$ cat src/rtl/mem_arb_pkg.sv
// Shared types and constants for the two-port memory arbiter.
package mem_arb_pkg;

    typedef enum logic [1:0] {IDLE, GRANT_I, GRANT_D} arb_state_t;
    typedef enum logic {PORT_I, PORT_D} port_t;

    localparam int DEFAULT_BURST_LEN = 4;

endpackage

$ cat src/rtl/mem_arbiter.sv
// Round-robin arbiter sharing one word-wide memory port between the I and D caches,
// holding a grant for up to BURST_LEN completed beats so line transfers stay contiguous.
module mem_arbiter
    import mem_arb_pkg::*;
#(
    parameter int BURST_LEN = DEFAULT_BURST_LEN
) (
    input  logic        clk,
    input  logic        rst,
    input  logic [31:0] i_addr,
    input  logic        i_read,
    output logic [31:0] i_rdata,
    output logic        i_ready,
    input  logic [31:0] d_addr,
    input  logic        d_read,
    input  logic        d_write,
    input  logic [31:0] d_wdata,
    output logic [31:0] d_rdata,
    output logic        d_ready,
    output logic [31:0] mem_addr,
    output logic        mem_read,
    output logic        mem_write,
    output logic [31:0] mem_wdata,
    input  logic [31:0] mem_rdata,
    input  logic        mem_ready
);

    localparam int               CNT_W     = $clog2(BURST_LEN) + 1;
    localparam logic [CNT_W-1:0] BURST_MAX = CNT_W'(BURST_LEN);

    arb_state_t       state_q, state_d;
    logic [CNT_W-1:0] beat_cnt_q, beat_cnt_d;
    port_t            last_grant_q, last_grant_d;

    logic             req_i, req_d;
    logic             req_own, req_other;
    port_t            own_port;
    arb_state_t       grant_other;
    logic [CNT_W-1:0] beat_cnt_inc;

    assign req_i = i_read;
    assign req_d = d_read | d_write;

    // NOTE: state registers use non-blocking assignments so every flop samples pre-edge values.
    always_ff @(posedge clk or posedge rst) begin
        if (rst) begin
            state_q      <= IDLE;
            beat_cnt_q   <= '0;
            last_grant_q <= PORT_I;
        end else begin
            state_q      <= state_d;
            beat_cnt_q   <= beat_cnt_d;
            last_grant_q <= last_grant_d;
        end
    end

    // NOTE: every signal assigned here gets a default first so no path can infer a latch.
    always_comb begin
        state_d      = state_q;
        beat_cnt_d   = beat_cnt_q;
        last_grant_d = last_grant_q;
        own_port     = (state_q == GRANT_D) ? PORT_D : PORT_I;
        req_own      = (state_q == GRANT_D) ? req_d : req_i;
        req_other    = (state_q == GRANT_D) ? req_i : req_d;
        grant_other  = (state_q == GRANT_D) ? GRANT_I : GRANT_D;
        beat_cnt_inc = beat_cnt_q + 1'b1;

        case (state_q)
            IDLE: begin
                // A tie goes to whichever port was not served last.
                if (req_i && req_d) begin
                    state_d = (last_grant_q == PORT_I) ? GRANT_D : GRANT_I;
                end else if (req_d) begin
                    state_d = GRANT_D;
                end else if (req_i) begin
                    state_d = GRANT_I;
                end
            end
            GRANT_I, GRANT_D: begin
                if (mem_ready) begin
                    if (beat_cnt_inc == BURST_MAX) begin
                        beat_cnt_d = '0;
                        if (req_other) begin
                            state_d      = grant_other;
                            last_grant_d = own_port;
                        end
                    end else begin
                        beat_cnt_d = beat_cnt_inc;
                    end
                end else if (!req_own) begin
                    beat_cnt_d   = '0;
                    last_grant_d = own_port;
                    state_d      = req_other ? grant_other : IDLE;
                end
            end
            default: state_d = IDLE;
        endcase
    end

    always_comb begin
        mem_addr  = '0;
        mem_read  = 1'b0;
        mem_write = 1'b0;
        mem_wdata = '0;
        i_ready   = 1'b0;
        d_ready   = 1'b0;
        case (state_q)
            GRANT_I: begin
                mem_addr = i_addr;
                mem_read = i_read;
                i_ready  = mem_ready;
            end
            GRANT_D: begin
                // A simultaneous read and write from D resolves to the write.
                mem_addr  = d_addr;
                mem_write = d_write;
                mem_read  = d_read & ~d_write;
                mem_wdata = d_wdata;
                d_ready   = mem_ready;
            end
            default: ;
        endcase
    end

    assign i_rdata = mem_rdata;
    assign d_rdata = mem_rdata;

endmodule
$ cat config.mk
export PLATFORM = sky130hd
export DESIGN_NAME = mem_arbiter
export DESIGN_NICKNAME = d
export VERILOG_FILES = /design/src/rtl/mem_arb_pkg.sv /design/src/rtl/mem_arbiter.sv
export SDC_FILE = /design/constraint.sdc
export NUM_CORES = 1
export LEC_CHECK = 0
export CORE_AREA = 5 5 101 103
export DETAILED_ROUTE_END_ITERATION = 16
export DIE_AREA = 0 0 106 108
export PLACE_DENSITY = 0.7
export SLEW_MARGIN = 20
export SYNTH_ARGS = -nofsm -noshare
export SYNTH_HDL_FRONTEND = slang
export SYNTH_SLANG_ARGS = --single-unit
$ cat constraint.sdc
create_clock -name clk -period 5.33 [get_ports clk]
set_input_delay 1.599 -clock clk [delete_from_list [all_inputs] [get_ports clk]]
set_output_delay 1.599 -clock clk [all_outputs]
set_load 0.01 [all_outputs]
# Yosys cells after proc, flatten, opt, wreduce, memory -nomap -nowiden
# Cells that the tools add are included.
# word_totals
output_inout_bits,132
wordCells,50
ff_bits,6
input_bits,134
# op_classes
reduce_logical,6
n_bitwise,3
mux,27
addsub,1
eq_ne,10
# ops
cell,n
one-hot mux 32 bit (2 select lines),1
two-way mux 32 bit,1
two-way mux 2 bit,10
two-way mux 1 bit,10
two-way mux 3 bit,3
"!= test 3 bit, second input constant",3
AND reduction 4 bit,2
"!= test 2 x 1 -> 1 bit, second input constant",2
"!= test 4 bit, second input constant",1
one-hot mux 2 bit (2 select lines),1
"adder 3 x 1 -> 3 bit, second input constant",1
"== test 3 bit, second input constant",1
"== test 2 x 1 -> 1 bit, second input constant",1
"== test 2 bit, second input constant",1
logical NOT 2 bit,1
"!= test 2 bit, second input constant",1
one-hot mux 1 bit (2 select lines),1
AND reduction 2 bit,1
OR reduction 2 bit,1
AND 1 bit,1
logical AND 1 bit,1
NOT 1 bit,1
OR 1 bit,1

# Longest topological paths before layout
# Gate-level depths: netlist (run 1).
# depth
word_depth,6
depth_mapped,7
mapped_depth_nobuf,6

# Worst setup path before layout (run 1)
# Ideal clock, no wire load.
# synth_timing
kind,input port to output port
from,input port d_write
to,output port mem_read
path_buffers,0
arrival_ns,1.969
path_stages,2
path_slack_ns,1.762
required_ns,3.731
cell_sequence,nand3b_1 > a21oi_1
# synth_between
elab_chain_cells,3
# synth_rtl
item,line,source
"start, declared",mem_arbiter.sv:16,"input logic d_write,"
NOT 1 bit,mem_arbiter.sv:117,mem_read = d_read & ~d_write;
AND 1 bit,mem_arbiter.sv:117,
one-hot mux 1 bit (2 select lines),mem_arbiter.sv:107,case (state_q)
"end, declared",mem_arbiter.sv:21,"output logic mem_read,"
# No other way between the ends.

# Worst setup path after layout (run 1)
# layout_timing
from,input port mem_ready
to,output port d_ready
# layout_between
elab_chain_cells,1
# layout_rtl
item,line,source
"start, declared",mem_arbiter.sv:25,input logic mem_ready
two-way mux 1 bit,mem_arbiter.sv:107,
"end, declared",mem_arbiter.sv:19,"output logic d_ready,"
# No other way between the ends.

==> results of run 1 <==
==> registers in the layout (all words and copies together), names as in the netlist <==
signal / flops
beat_cnt_q: 3
state_q: 2
last_grant_q: 1
==> power groups by stage <==
stage	Sequential, mW	Combinational, mW	Clock (mW)
after global placement	0.0857	1.04	0
final	0.0854	1.04	0.0673
after detailed placement	0.0868	1.04	0
after global routing	0.0901	1.13	0.0713
after CTS	0.0859	1.05	0.0685
after floorplan	0.0822	0.578	0
==> final cells by class <==
cell class / instances / area [sq um]
fillers: 963 / 6110
multi-input cells: 144 / 932
flip-flops and latches: 6 / 150
well taps: 111 / 139
inverters: 8 / 30.0
clock buffers: 3 / 41.3
repair buffers: 171 / 1710
==> per-stage QoR <==
step / cell area [sq um] / setup slack (ns) / power, mW
after floorplan: 1660 / 1.76 / 0.660
after global placement: 2960 / 0.705 / 1.12
after detailed placement: 2960 / 0.691 / 1.13
after CTS: 3000 / 0.682 / 1.21
after global routing: 3000 / 0.600 / 1.29
final: 3000 / 0.663 / 1.19
==> kinds of logic (layout without fill, tap and decap cells) <==
| family | count (synthesis) | in the layout | share of synthesized area |
|---|---|---|---|
| buffers and inverters | 88 | 182 | 0.347 |
| AND/OR/NAND/NOR | 85 | 85 | 0.264 |
| AO/OA/AOI/OAI | 48 | 48 | 0.220 |
| adder cells (fa/ha/maj) | 7 | 7 | 0.0528 |
| flip-flops | 6 | 6 | 0.0906 |
| multiplexers | 3 | 3 | 0.0204 |
| XOR/XNOR | 1 | 1 | 0.00528 |
==> routing by layer <==
metal | up-vias | share of wire | global-route usage
met5 | - | 0 | 0
met4 | 0 | 0.024 | 0.0305
met3 | 20 | 0.11 | 0.0442
met2 | 118 | 0.52 | 0.214
met1 | 836 | 0.35 | 0.125
li1 | 925 | - | -
==> cells in the mapped netlist <==
| master | instances |
|---|---|
| dfrtp_1 | 6 |
| a21o_1 | 1 |
| or2_2 | 1 |
| o21ai_0 | 2 |
| nor3b_1 | 1 |
| o2111ai_1 | 1 |
| mux2_1 | 2 |
| o21bai_1 | 1 |
| nand2b_1 | 2 |
| and2_1 | 35 |
| a21oi_1 | 3 |
| o31ai_1 | 1 |
| inv_1 | 7 |
| o2bb2ai_1 | 1 |
| inv_2 | 1 |
| o41ai_1 | 1 |
| nand4_1 | 1 |
| nor2_1 | 34 |
| mux2_2 | 1 |
| nand3b_1 | 2 |
| nand2_1 | 6 |
| nand3_1 | 1 |
| clkbuf_1 | 9 |
| buf_1 | 5 |
| xor2_1 | 1 |
| o31ai_2 | 1 |
| or3_1 | 1 |
| a22oi_1 | 32 |
| ha_1 | 7 |
| a31oi_2 | 1 |
| buf_2 | 1 |
| a31oi_1 | 1 |
| a32o_1 | 1 |
| or4b_1 | 1 |
| a211o_1 | 1 |
| buf_4 | 65 |
==> cell usage in the layout, fill, tap and decap left out, types with 2 or more instances in the layout <==
master and instances:
a21oi_1 3, a22oi_1 32, buf_4 2, nand2_1 6
clkdlybuf4s50_1 169, and2_1 35, dfrtp_1 6, nand3b_1 2
clkbuf_8 3, o21ai_0 2, nand2b_1 2, mux2_1 2
inv_1 7, ha_1 7, nor2_1 34
==> worst max-delay path: stages <==
cell	delay (ns)
clkdlybuf4s50_1	0.74
and2_1	0.19
clkdlybuf4s50_1	0.54
==> final timing paths <==
path | slack (ns) | endpoint | cells after the start | start
worst max-delay path | 0.66 | d_ready | 3 | mem_ready
worst min-delay path | 0.51 | last_grant_q | 1 | last_grant_q
worst max register to register | 2.77 | state_q[0] | 6 | state_q[0]
worst min register to register | 0.51 | last_grant_q | 1 | last_grant_q
max in group asynchronous | 3.55 | state_q[0] | 2 | rst
min in group asynchronous | 1.59 | last_grant_q | 2 | rst
==> results.py, run 1 <==
metrics = {
    "pwr": {
        "swShare": 0.456,
        "p_int_mw": 0.648,
        "power_density_nw_per_um2": 397,
        "p_leak_nw": 1.12,
        "clkPwrFrac": 0.056,
        "combPwrFrac": 0.872,
        "seq_power_share": 0.072,
        "peakVddDrop_mv": 0.261,
        "p_switching_mw": 0.543,
    },
    "routing": {
        "num_vias": 1899,
        "routed_wl_microns": 7510,
        "drt_pre_antenna_iters": 4,
        "first_iter_violations": 111,
        "antenna_left": 0,
        "drc": 0,
        "viasPerCell": 4.29,
        "wire_per_inst_microns": 16.9,
    },
    "sta": {
        "tightest_slew_ns": 0.990,
        "slew_headroom": 0.340,
        "layout_min_cycle_time_ns": 4.67,
        "whs_ns": 0.506,
        "fmax_mhz": 214,
        "drv_slew": 0,
        "setup-violations-final": 0,
        "hold_viol_final": 0,
        "tns_ns": 0,
        "worst_clock_skew_ns": 0.00248,
        "rsz0062_at_grt": "false",
        "period_share": 0.876,
    },
    "floorplan": {
        "die_area_sq_um": 11400,
        "fp-row-count": 35,
        "ios": 266,
        "die_height_microns": 108,
        "die_x_microns": 106,
        "core_area_sq_um": 9110,
        "initial_utilization": 0.182,
    },
    "worst_hold_path": {
        "worst_hold_path_type": "register to register",
    },
    "clocking": {
        "clock_sinks": 6,
        "htree_levels": 1,
        "cts_root_buffer": "clkbuf_8",
        "clk_pin_slew_ns": 0.04,
        "worstSkewPairLatency_ns": 0.22,
        "cts_hold_buffers": 0,
        "clockBufferDepth": 2,
        "cts_setup_buffers": 0,
        "cts_tree": "yes",
        "cts_resized": 0,
        "cts_made_buffers": 3,
    },
    "logic_synthesis": {
        "syn_area_sq_um": 1660,
        "synth_cell_types": 36,
        "syn_nets": 379,
        "yosys_warnings": 0,
        "synth_top_area_cell": "buf_4",
        "yosys-top-cells-area": "buf_4 29%, a22oi_1 14%, and2_1 13%, dfrtp_1 9.1%, nor2_1 7.7%",
        "syn_avg_cell_area_sq_um": 6.97,
        "synth-seq-cells": 6,
        "synthCells": 238,
        "yosysSeqAreaShare": 0.0906,
        "yosysTopAreaCellShare": 0.294,
    },
    "critical_path": {
        "cp-end-kind": "output port",
        "critPathArrivalTime_ns": 3.07,
        "path_class": "primary input to output port",
        "cp-start-kind": "primary input",
        "cp.required_ns": 3.73,
        "crit_fanout": 12,
    },
    "outcome": {
        "outcome": "finished clean",
    },
    "global_route": {
        "antenna_found_initial": 0,
        "grt_pass1_vias": 1966,
        "grt_pass1_wl_microns": 10800,
        "grt_max_degree": 41,
        "grt_overflow_total": 0,
        "grt_usage": 0.116,
    },
    "layout": {
        "nNetsFinal": 475,
        "final_core_util": 0.329,
        "n_antenna_cell": 0,
        "drive_above_1_share": 0.0301,
        "area_delta_synth_final_pct": 80.9,
        "final_cells": 443,
    },
    "placed_design": {
        "hpwl_microns": 6180,
        "dpl.cell_count": 440,
        "port-buffer-count": 169,
        "gp_congestion": 0.742,
    },
    "job": {
        "maxCapViolCount": 0,
    },
}
Note: power is estimated with default switching activity, not from simulation.
==> inputs of run 2 (changes only) <==
Settings changed: GPL_TIMING_DRIVEN set to 0.
==> results.py, run 2 (synthesis gave the netlist of run 1 again) <==
metrics = {
    "outcome": {
        "outcome": "finished clean",
    },
    "floorplan": {
        "core_area_sq_um": 9110,
        "die_x_microns": 106,
        "die_area_sq_um": 11400,
        "ios": 266,
        "initial_utilization": 0.182,
        "fp-row-count": 35,
        "die_height_microns": 108,
    },
    "job": {
        "maxCapViolCount": 0,
    },
    "layout": {
        "n_antenna_cell": 0,
        "final-seq-area_sq_um": 150,
        "fin_area_sq_um": 4170,
        "nNetsFinal": 617,
        "final_cells": 585,
        "drive_above_1_share": 0.156,
        "nFillCells": 879,
        "area_delta_synth_final_pct": 152,
        "final_common_cell": "clkdlybuf4s50_1",
        "top_register": "beat_cnt_q",
        "final_core_util": 0.458,
        "reg.largest.list": "beat_cnt_q (3), state_q (2), last_grant_q (1)",
        "multi_input_area_sq_um": 932,
        "largest_reg_flops": 3,
        "layout_common_cells": "233 x clkdlybuf4s50_1, 65 x buf_4, 35 x and2_1, 34 x nor2_1, 32 x a22oi_1",
    },
    "critical_path": {
        "path_class": "primary input to output port",
        "crit_fanout": 7,
        "slowest_delay_ns": 0.56,
        "critical_path_buf_inv_count": 2,
        "cp-end-kind": "output port",
        "r2r-start": "state_q[0]",
        "rrSetupSlack_ns": 3.33,
        "r2r_cells": 6,
        "crit_family": "buffers and inverters",
        "cp.required_ns": 3.73,
        "r2r-end": "state_q[0]",
        "worstPathCellList": "clkdlybuf4s50_1, nand3b_1, a21oi_1, clkdlybuf4s50_1",
        "critPathArrivalTime_ns": 3.04,
        "cp-start-kind": "primary input",
        "cpMaxStageDelayCell": "clkdlybuf4s50_1",
        "cpMostUsedCell": "clkdlybuf4s50_1",
    },
    "sta": {
        "tns_ns": 0,
        "layout_setup_ws_ns": 0.688,
        "rsz0062_at_grt": "false",
        "fmax_mhz": 215,
        "drv_slew": 0,
        "whs_ns": 0.505,
        "hold_viol_final": 0,
        "worst_clock_skew_ns": 0.000661,
        "slew_headroom": 0.654,
        "period_share": 0.871,
        "layout_min_cycle_time_ns": 4.64,
        "tightest_slew_ns": 0.520,
        "setup-violations-final": 0,
    },
    "pwr": {
        "swShare": 0.446,
        "seq_power_share": 0.065,
        "p_leak_nw": 1.69,
        "p_int_mw": 0.731,
        "combPwrFrac": 0.883,
        "power_density_nw_per_um2": 317,
        "total_power_mw": 1.32,
        "p_switching_mw": 0.589,
        "clkPwrFrac": 0.052,
        "peakVddDrop_mv": 0.218,
    },
    "routing": {
        "routed_wl_microns": 9270,
        "wire_per_inst_microns": 15.8,
        "first_iter_violations": 88,
        "met2WireLength_microns": 4930,
        "antenna_left": 0,
        "top_layer_used": "met4",
        "drt-met1-wl_microns": 3330,
        "num_vias": 2463,
        "drc": 0,
        "viasPerCell": 4.21,
        "drt_pre_antenna_iters": 4,
        "dr_wl_met3_microns": 835,
    },
    "global_route": {
        "grt_pass1_wl_microns": 13000,
        "grt_pass1_vias": 2478,
        "grt_overflow_total": 0,
        "grt_max_degree": 11,
        "grt_usage": 0.140,
        "antenna_found_initial": 0,
    },
    "placed_design": {
        "dpl.cell_count": 582,
        "dp_slack_ns": 0.699,
        "hpwl_microns": 8130,
        "port-buffer-count": 233,
        "gp_congestion": 0.801,
        "dpl-instance-area_sq_um": 4130,
    },
    "clocking": {
        "clockBufferDepth": 2,
        "htree_levels": 1,
        "cts_hold_buffers": 0,
        "cts_made_buffers": 3,
        "cts_resized": 0,
        "cts_root_buffer": "clkbuf_8",
        "clock_sinks": 6,
        "cts_setup_buffers": 0,
        "cts_tree": "yes",
        "worstSkewPairLatency_ns": 0.22,
        "clk_pin_slew_ns": 0.04,
    },
    "worst_hold_path": {
        "hold_end": "last_grant_q",
        "worst_hold_path_type": "register to register",
        "min-delay-start": "last_grant_q",
        "holdPathStages": 1,
    },
}
run 2: cell types whose count changed in the layout (fill, tap and decap cells not counted):
cell / before / now
buf_4: 2 / 65
buf_2: 0 / 1
buf_1: 0 / 5
clkbuf_1: 0 / 9
clkdlybuf4s50_1: 169 / 233
run 2: layer usage:
layer | up-vias | global-route usage
met3 | 18 | 0.0412
li1 | 1210 | -
met1 | 1097 | 0.151
met2 | 138 | 0.271
met4 | 0 | 0.0305
met5 | - | 0
run 2: power by group through the flow:
stage          sequential (mW)  clock, mW  combinational [mW]
6_report                0.0863     0.0686                1.16
5_1_grt                 0.0897     0.0730                1.26
4_1_cts                 0.0863     0.0699                1.18
3_5_place_dp            0.0863          0                1.18
3_3_place_gp            0.0850          0                1.16
2_1_floorplan           0.0822          0               0.578
run 2: how the worst max path moves through the flow:
stage | start | to | slack, ns | cells past startpoint
3_5_place_dp | d_write | mem_read | 0.70 | 4
6_report | d_write | mem_read | 0.69 | 4
2_1_floorplan | d_write | mem_read | 1.76 | 2
5_1_grt | d_write | mem_read | 0.60 | 4
3_3_place_gp | d_write | mem_read | 0.70 | 4
4_1_cts | d_write | mem_read | 0.69 | 4
run 2: layout make-up:
cell class	count	area share
clock buffers	3	0.00990
flip-flops and latches	6	0.0360
inverters	8	0.00720
multi-input cells	144	0.224
plain buffers	80	0.131
repair buffers	233	0.559
well taps	111	0.0333
==> inputs of run 3 (changes only) <==
Settings changed: CTS_CLUSTER_SIZE set to 14.
==> results of run 3 <==
No change in the layout: final DEF, timing and power equal those of run 2.
